===== src/rtl/mdio_responder_if.sv =====
// MDIO line plus parallel register port between the management side and the responder.
interface mdio_responder_if;
  logic        mdc;
  logic        mdio_in;
  logic        mdio_out;
  logic        mdio_oe;
  logic [4:0]  reg_addr;
  logic [15:0] reg_wdata;
  logic [15:0] reg_rdata;
  logic        reg_we;
  logic        frame_err;

  modport master (
    output mdc, mdio_in, reg_rdata,
    input  mdio_out, mdio_oe, reg_addr, reg_wdata, reg_we, frame_err
  );

  modport slave (
    input  mdc, mdio_in, reg_rdata,
    output mdio_out, mdio_oe, reg_addr, reg_wdata, reg_we, frame_err
  );
endinterface


===== src/rtl/mdio_responder.sv =====
// Clause 22 MDIO responder: outputs move 2 clk after an mdc edge; no backpressure, the controller paces frames.
// Optional preamble check (32 sampled ones before ST) under MDIO_RESPONDER_PREAMBLE_CHECK_EN.
module mdio_responder #(
  parameter logic [4:0] PHY_ADDR = 5'd1
) (
  input logic             clk,
  input logic             reset,
  mdio_responder_if.slave bus
);

  typedef enum logic [2:0] {
    S_IDLE, S_ST, S_OP, S_PHYAD, S_REGAD, S_TA, S_DATA, S_SKIP
  } state_t;

  state_t      state, state_n;
  logic        mdc_q, rise, fall, din;
  logic [4:0]  fcnt, fcnt_n;
  logic [15:0] sr, sr_n, shin;
  logic        rd, rd_n, op_bad, op_bad_n, hold, hold_n;
  logic        out_q, out_n, oe_q, oe_n, we_q, we_n, err_q, err_n;
  logic [4:0]  addr_q, addr_n;
  logic [15:0] wdata_q, wdata_n;
`ifdef MDIO_RESPONDER_PREAMBLE_CHECK_EN
  logic [5:0]  pcnt, pcnt_n;
`endif

  assign shin = {sr[14:0], din};

  // rise/fall and the sampled data bit are registered together so they stay aligned
  always_ff @(posedge clk or negedge reset) begin
    if (!reset) begin
      mdc_q <= 1'b0;
      rise  <= 1'b0;
      fall  <= 1'b0;
      din   <= 1'b0;
    end else begin
      mdc_q <= bus.mdc;
      rise  <= bus.mdc & ~mdc_q;
      fall  <= ~bus.mdc & mdc_q;
      din   <= bus.mdio_in;
    end
  end

  always_ff @(posedge clk or negedge reset) begin
    if (!reset) begin
      state   <= S_IDLE;
      fcnt    <= 5'd0;
      sr      <= 16'd0;
      rd      <= 1'b0;
      op_bad  <= 1'b0;
      hold    <= 1'b0;
      out_q   <= 1'b0;
      oe_q    <= 1'b0;
      we_q    <= 1'b0;
      err_q   <= 1'b0;
      addr_q  <= 5'd0;
      wdata_q <= 16'd0;
`ifdef MDIO_RESPONDER_PREAMBLE_CHECK_EN
      pcnt    <= 6'd0;
`endif
    end else begin
      state   <= state_n;
      fcnt    <= fcnt_n;
      sr      <= sr_n;
      rd      <= rd_n;
      op_bad  <= op_bad_n;
      hold    <= hold_n;
      out_q   <= out_n;
      oe_q    <= oe_n;
      we_q    <= we_n;
      err_q   <= err_n;
      addr_q  <= addr_n;
      wdata_q <= wdata_n;
`ifdef MDIO_RESPONDER_PREAMBLE_CHECK_EN
      pcnt    <= pcnt_n;
`endif
    end
  end

  // fcnt is the absolute frame bit index (ST bit 1 = 0); it wraps to 0 after bit 31
  always_comb begin
    state_n  = state;
    fcnt_n   = fcnt;
    sr_n     = sr;
    rd_n     = rd;
    op_bad_n = op_bad;
    hold_n   = hold;
    out_n    = out_q;
    oe_n     = oe_q;
    we_n     = 1'b0;
    err_n    = 1'b0;
    addr_n   = addr_q;
    wdata_n  = wdata_q;
`ifdef MDIO_RESPONDER_PREAMBLE_CHECK_EN
    pcnt_n   = pcnt;
`endif
    if (rise) begin
      case (state)
        S_IDLE: begin
`ifdef MDIO_RESPONDER_PREAMBLE_CHECK_EN
          if (din) begin
            pcnt_n = (pcnt == 6'd32) ? pcnt : pcnt + 6'd1;
          end else if (pcnt == 6'd32) begin
            state_n = S_ST;
            fcnt_n  = 5'd1;
            pcnt_n  = 6'd0;
          end else begin
            pcnt_n  = 6'd0;
          end
`else
          if (!din) begin
            state_n = S_ST;
            fcnt_n  = 5'd1;
          end
`endif
        end
        S_ST: begin
          if (din) begin
            state_n = S_OP;
            fcnt_n  = fcnt + 5'd1;
          end else begin
            state_n = S_IDLE;
            fcnt_n  = 5'd0;
          end
        end
        S_OP: begin
          fcnt_n = fcnt + 5'd1;
          if (fcnt == 5'd2) begin
            hold_n = din;
          end else begin
            rd_n     = hold & ~din;
            op_bad_n = (hold == din);
            state_n  = S_PHYAD;
          end
        end
        S_PHYAD: begin
          fcnt_n = fcnt + 5'd1;
          sr_n   = shin;
          // a bad OP only counts as an error once we know the frame is ours
          if (fcnt == 5'd8) begin
            if (shin[4:0] != PHY_ADDR) begin
              state_n = S_SKIP;
            end else if (op_bad) begin
              err_n   = 1'b1;
              state_n = S_SKIP;
            end else begin
              state_n = S_REGAD;
            end
          end
        end
        S_REGAD: begin
          fcnt_n = fcnt + 5'd1;
          sr_n   = shin;
          if (fcnt == 5'd13) begin
            addr_n  = shin[4:0];
            state_n = S_TA;
          end
        end
        S_TA: begin
          fcnt_n = fcnt + 5'd1;
          if (!rd) begin
            if (fcnt == 5'd14) begin
              hold_n = din;
            end else if ({hold, din} == 2'b10) begin
              state_n = S_DATA;
            end else begin
              err_n   = 1'b1;
              state_n = S_SKIP;
            end
          end
        end
        S_DATA: begin
          fcnt_n = fcnt + 5'd1;
          if (!rd) begin
            sr_n = shin;
            if (fcnt == 5'd31) begin
              wdata_n = shin;
              we_n    = 1'b1;
              state_n = S_IDLE;
            end
          end
        end
        S_SKIP: begin
          fcnt_n = fcnt + 5'd1;
          if (fcnt == 5'd31) state_n = S_IDLE;
        end
        default: state_n = S_IDLE;
      endcase
    end else if (fall) begin
      if (state == S_TA && rd && fcnt == 5'd15) begin
        sr_n    = bus.reg_rdata;
        oe_n    = 1'b1;
        out_n   = 1'b0;
        state_n = S_DATA;
      end else if (state == S_DATA && rd) begin
        if (fcnt == 5'd0) begin
          oe_n    = 1'b0;
          out_n   = 1'b0;
          state_n = S_IDLE;
        end else begin
          out_n = sr[15];
          sr_n  = {sr[14:0], 1'b0};
        end
      end
    end
  end

  assign bus.mdio_out  = out_q;
  assign bus.mdio_oe   = oe_q;
  assign bus.reg_addr  = addr_q;
  assign bus.reg_wdata = wdata_q;
  assign bus.reg_we    = we_q;
  assign bus.frame_err = err_q;

endmodule


===== src/flat_wrapper.sv =====
// flat-port wrapper written by rule: the top's interface ports become plain ports
module mdio_responder_flat 
#(
  parameter logic [4:0] PHY_ADDR = 5'd1
)
  (clk, reset, bus_mdc, bus_mdio_in, bus_reg_rdata, bus_mdio_out, bus_mdio_oe, bus_reg_addr, bus_reg_wdata, bus_reg_we, bus_frame_err);
  mdio_responder_if bus_i ();
  input logic clk;
  input logic reset;
  input wire logic [$bits(bus_i.mdc)-1:0] bus_mdc;
  input wire logic [$bits(bus_i.mdio_in)-1:0] bus_mdio_in;
  input wire logic [$bits(bus_i.reg_rdata)-1:0] bus_reg_rdata;
  output wire logic [$bits(bus_i.mdio_out)-1:0] bus_mdio_out;
  output wire logic [$bits(bus_i.mdio_oe)-1:0] bus_mdio_oe;
  output wire logic [$bits(bus_i.reg_addr)-1:0] bus_reg_addr;
  output wire logic [$bits(bus_i.reg_wdata)-1:0] bus_reg_wdata;
  output wire logic [$bits(bus_i.reg_we)-1:0] bus_reg_we;
  output wire logic [$bits(bus_i.frame_err)-1:0] bus_frame_err;
  assign bus_i.mdc = bus_mdc;
  assign bus_i.mdio_in = bus_mdio_in;
  assign bus_i.reg_rdata = bus_reg_rdata;
  assign bus_mdio_out = bus_i.mdio_out;
  assign bus_mdio_oe = bus_i.mdio_oe;
  assign bus_reg_addr = bus_i.reg_addr;
  assign bus_reg_wdata = bus_i.reg_wdata;
  assign bus_reg_we = bus_i.reg_we;
  assign bus_frame_err = bus_i.frame_err;
  mdio_responder #(.PHY_ADDR(PHY_ADDR)) u_core (.clk(clk), .reset(reset), .bus(bus_i));
endmodule

===== config.mk =====
export PLATFORM = sky130hd
export DESIGN_NAME = mdio_responder_flat
export DESIGN_NICKNAME = d
export VERILOG_FILES = /design/src/rtl/mdio_responder_if.sv /design/src/rtl/mdio_responder.sv /design/src/flat_wrapper.sv
export SDC_FILE = /design/constraint.sdc
export NUM_CORES = 1
export LEC_CHECK = 0
export CAP_MARGIN = 40
export CORE_ASPECT_RATIO = 1.1
export CORE_UTILIZATION = 30
export CTS_CLUSTER_SIZE = 25
export DETAILED_ROUTE_END_ITERATION = 16
export PLACE_DENSITY_LB_ADDON = 0.05
export SKIP_CTS_REPAIR_TIMING = 1
export SLEW_MARGIN = 10
export SYNTH_ARGS = -nofsm -noshare
export SYNTH_HDL_FRONTEND = slang
export SYNTH_SLANG_ARGS = --single-unit

===== constraint.sdc =====
create_clock -name clk -period 2.9 [get_ports clk]
set_clock_uncertainty 0.15 [all_clocks]
set_input_delay 0.87 -clock clk [delete_from_list [all_inputs] [get_ports clk]]
set_output_delay 0.87 -clock clk [all_outputs]
set_load 0.01 [all_outputs]

==> impl_metrics.env <==
export IMPL_status="completed"
export IMPL_whs_path_depth=1
export IMPL_synth_cell_types=53
export IMPL_synthCells=236
export IMPL_synthesis_nets=263
export IMPL_min_from="u_core.mdc_q"
export IMPL_min_to="u_core.rise"
export IMPL_regArea_um2=1401
export IMPL_ys_seq_elements=56
export IMPL_synth_avg_cell_area_um2=12.23
export IMPL_rsz0062_at_grt="false"
export IMPL_min_path_type="reg -> reg"
export IMPL_clkTransAtPathRegs_ns=0.11
export IMPL_critPathMaxStageDelay_ns=0.46
export IMPL_r2r_end="u_core.sr[9]"
export IMPL_p_sw_frac=0.3139
export IMPL_first_pass_iters=4
export IMPL_area_growth_syn_to_layout_pct=22.64
export IMPL_switchingPower_mw=0.5259
export IMPL_crit_path_end_kind="flip-flop"
export IMPL_start_kind="flip-flop"
export IMPL_track_usage=0.1388
export IMPL_fin_crit_sh=0.8933
export IMPL_cts_buffers_inserted=5
export IMPL_p_int_mw=1.150
export IMPL_power_leakage_nw=1.599
export IMPL_max_cap_violations=0
export IMPL_io_buffers=44
export IMPL_grt_pass1_vias=1994
export IMPL_start_util=0.3085
export IMPL_crit_family="simple AND/OR/NAND/NOR gates"
export IMPL_clock_sinks=56
export IMPL_dieArea_um2=10010
export IMPL_critPathMostFrequentCell="ha_1"
export IMPL_yosysWarningCount=0
export IMPL_design_area_um2=3538
export IMPL_fillers=930
export IMPL_die_h_um=104.9
export IMPL_cp_slowest_cell="dfrtp_1"
export IMPL_rr_startpoint="u_core.fcnt[1]"
export IMPL_route_met2_wl_mm=3.106
export IMPL_avgViaCountPerCell=4.963
export IMPL_cts_root_buf="clkbuf_8"
export IMPL_vias=1985
export IMPL_antenna_found_initial=0
export IMPL_cts_buffer_depth=2
export IMPL_cp_max_fo=16
export IMPL_seq_power_share=0.550
export IMPL_cp_required_ns=2.96
export IMPL_core_um2=9351
export IMPL_post_drt_wl_per_cell_um=16.24
export IMPL_max_freq_ghz=0.3860
export IMPL_tns_ns=0
export IMPL_clock_latency_ns=0.31
export IMPL_critical_path_buf_inv_count=1
export IMPL_startpoint="u_core.fcnt[1]"
export IMPL_synth_cell_area_um2=2885
export IMPL_combPwrFrac=0.183
export IMPL_grt_pass1_wl_mm=10.64
export IMPL_clkPwrFrac=0.267
export IMPL_grt_max_degree=21
export IMPL_yosysSeqAreaShare=0.4857
export IMPL_ys_dominant_reg_cell="dfrtp_1"
export IMPL_wl_met1_mm=3.056
export IMPL_multi_input_area_um2=1376
export IMPL_worst_ep_arrival_time_ns=2.65
export IMPL_drt_iter0_drc=33
export IMPL_fin_nets=309
export IMPL_drc=0
export IMPL_crit_chain="ha_1, and3_1, ha_1, and3_2, nand3_1, a31o_2, a21oi_4, buf_12, mux2_2"
export IMPL_ir_worst_vdd_v=0.0002439
export IMPL_drive_above_1_share=0.2827
export IMPL_finalWirelength_mm=6.497
export IMPL_dr_wl_met3_um=202
export IMPL_overflow=0
export IMPL_ios=45
export IMPL_top_layer_used="met4"
export IMPL_worst_pin_slew_ns=0.5427
export IMPL_hold_viol=0
export IMPL_synthArstFlopShare=1.000
export IMPL_whs_ns=0.2703
export IMPL_power_density_nw_per_um2=473.6
export IMPL_drt_antenna_violating_nets=0
export IMPL_fp_row_count=37
export IMPL_path_class="reg -> reg"
export IMPL_dpl_cell_area_um2=3447
export IMPL_period_needed_ns=2.591
export IMPL_synth_edf_count=0
export IMPL_r2r_slack_ns=0.31
export IMPL_slew_headroom=0.6331
export IMPL_worst_r2r_cell_count=9
export IMPL_dp_hpwl_mm=4.721
export IMPL_total_power_mw=1.676
export IMPL_die_width_um=95.51
export IMPL_place_gp_congestion=0.8475
export IMPL_setup_viol=0
export IMPL_antenna_cells=0
export IMPL_h_tree_depth=2
export IMPL_slew_violations=0
export IMPL_cts_tree="built"
## sequential cells by signal (all words and copies together), names as in the netlist
register	flops
u_core.bus.reg_wdata	16
u_core.sr	16
u_core.bus.reg_addr	5
u_core.fcnt	5
u_core.state	3
u_core.bus.frame_err	1
u_core.bus.mdio_oe	1
u_core.bus.mdio_out	1
u_core.bus.reg_we	1
u_core.din	1
u_core.fall	1
u_core.hold	1
u_core.mdc_q	1
u_core.op_bad	1
u_core.rd	1
u_core.rise	1
## synthesized netlist by cell type (2+ instances only)
library cell  instances  share of area
nor2_1                6         0.0078
nand4_1               5          0.011
or3_1                 2         0.0043
nand2b_1              4         0.0087
ha_1                  7          0.030
o211ai_1              2         0.0052
or2_2                 2         0.0043
nand2_1              17          0.022
o311ai_1              2         0.0061
mux2_4               15          0.078
buf_6                 3          0.012
nand3_1               3         0.0052
nor2b_1               4         0.0087
buf_4                 2         0.0052
a21oi_1               6          0.010
dfrtp_1              56           0.49
mux2_2               38           0.15
clkbuf_1              2         0.0026
buf_2                 3         0.0052
o21ai_0              17          0.029
inv_1                 8          0.010
## how the worst max path moves through the flow
stage,slack [ns],endpoint,cells after the start
final,0.31,u_core.sr[9],9
after global placement,0.36,u_core.sr[8],9
after CTS,0.29,u_core.sr[10],9
after detailed placement,0.31,u_core.sr[10],9
after floorplan,0.41,u_core.sr[1],9
after global routing,0.14,u_core.sr[4],9
## cell type report
type                       count  share of cell area
clock buffer                   5             0.01945
multi-input combinational    161              0.3890
inverter                       8            0.008487
tap                          117             0.04137
sequential                    56              0.3960
timing repair buffer          50              0.1393
clock inverter                 3            0.006365
## cells by family (layout without fill, tap and decap cells)
family                   Yosys count  in the layout  share of synthesized area
buffers and inverters             19             66                    0.04033
adder cells (fa/ha/maj)            7              7                    0.03035
AO/OA/AOI/OAI                     39             39                    0.08977
AND/OR/NAND/NOR                   60             60                     0.1206
multiplexers                      54             54                     0.2303
flip-flops                        56             56                     0.4857
XOR/XNOR                           1              1                   0.003036
## per-layer routing
metal  up-vias  GRT usage
met1       985     0.1858
met4         0    0.04691
met5         -          0
met3        12    0.02183
li1        947          -
met2        41     0.2250
## power by group through the flow
stage / registers [mW] / logic [mW] / clock network [mW]
6_report: 0.922 / 0.307 / 0.447
5_1_grt: 0.935 / 0.352 / 0.506
4_1_cts: 0.922 / 0.312 / 0.473
3_5_place_dp: 0.938 / 0.310 / 0
3_3_place_gp: 0.935 / 0.309 / 0
2_1_floorplan: 0.887 / 0.237 / 0
## through the flow
| step | util | worst slack (ns) | cells |
|---|---|---|---|
| after floorplan | - | 0.4069 | 236 |
| after global placement | 0.3686 | 0.3594 | 392 |
| after detailed placement | 0.3686 | 0.3050 | 392 |
| after CTS | 0.3784 | 0.2874 | 400 |
| after global routing | 0.3784 | 0.1425 | 400 |
| final | 0.3784 | 0.3095 | 400 |
## cell usage in the layout, fill, tap and decap left out, types with 2 or more instances in the layout
master	Yosys	final
or2_2	2	2
clkdlybuf4s50_1	0	43
nand2_1	17	17
inv_1	8	8
nand2b_1	4	4
nor2b_1	4	4
mux2_2	38	38
o21ai_0	17	17
clkbuf_8	0	5
nor2_1	6	6
a21oi_1	6	6
o211ai_1	2	2
nand4_1	5	5
o311ai_1	2	2
dfrtp_1	56	56
or3_1	2	2
buf_4	2	5
ha_1	7	7
nand3_1	3	3
mux2_4	15	15
No activity file was read; power rests on OpenSTA's default activity.
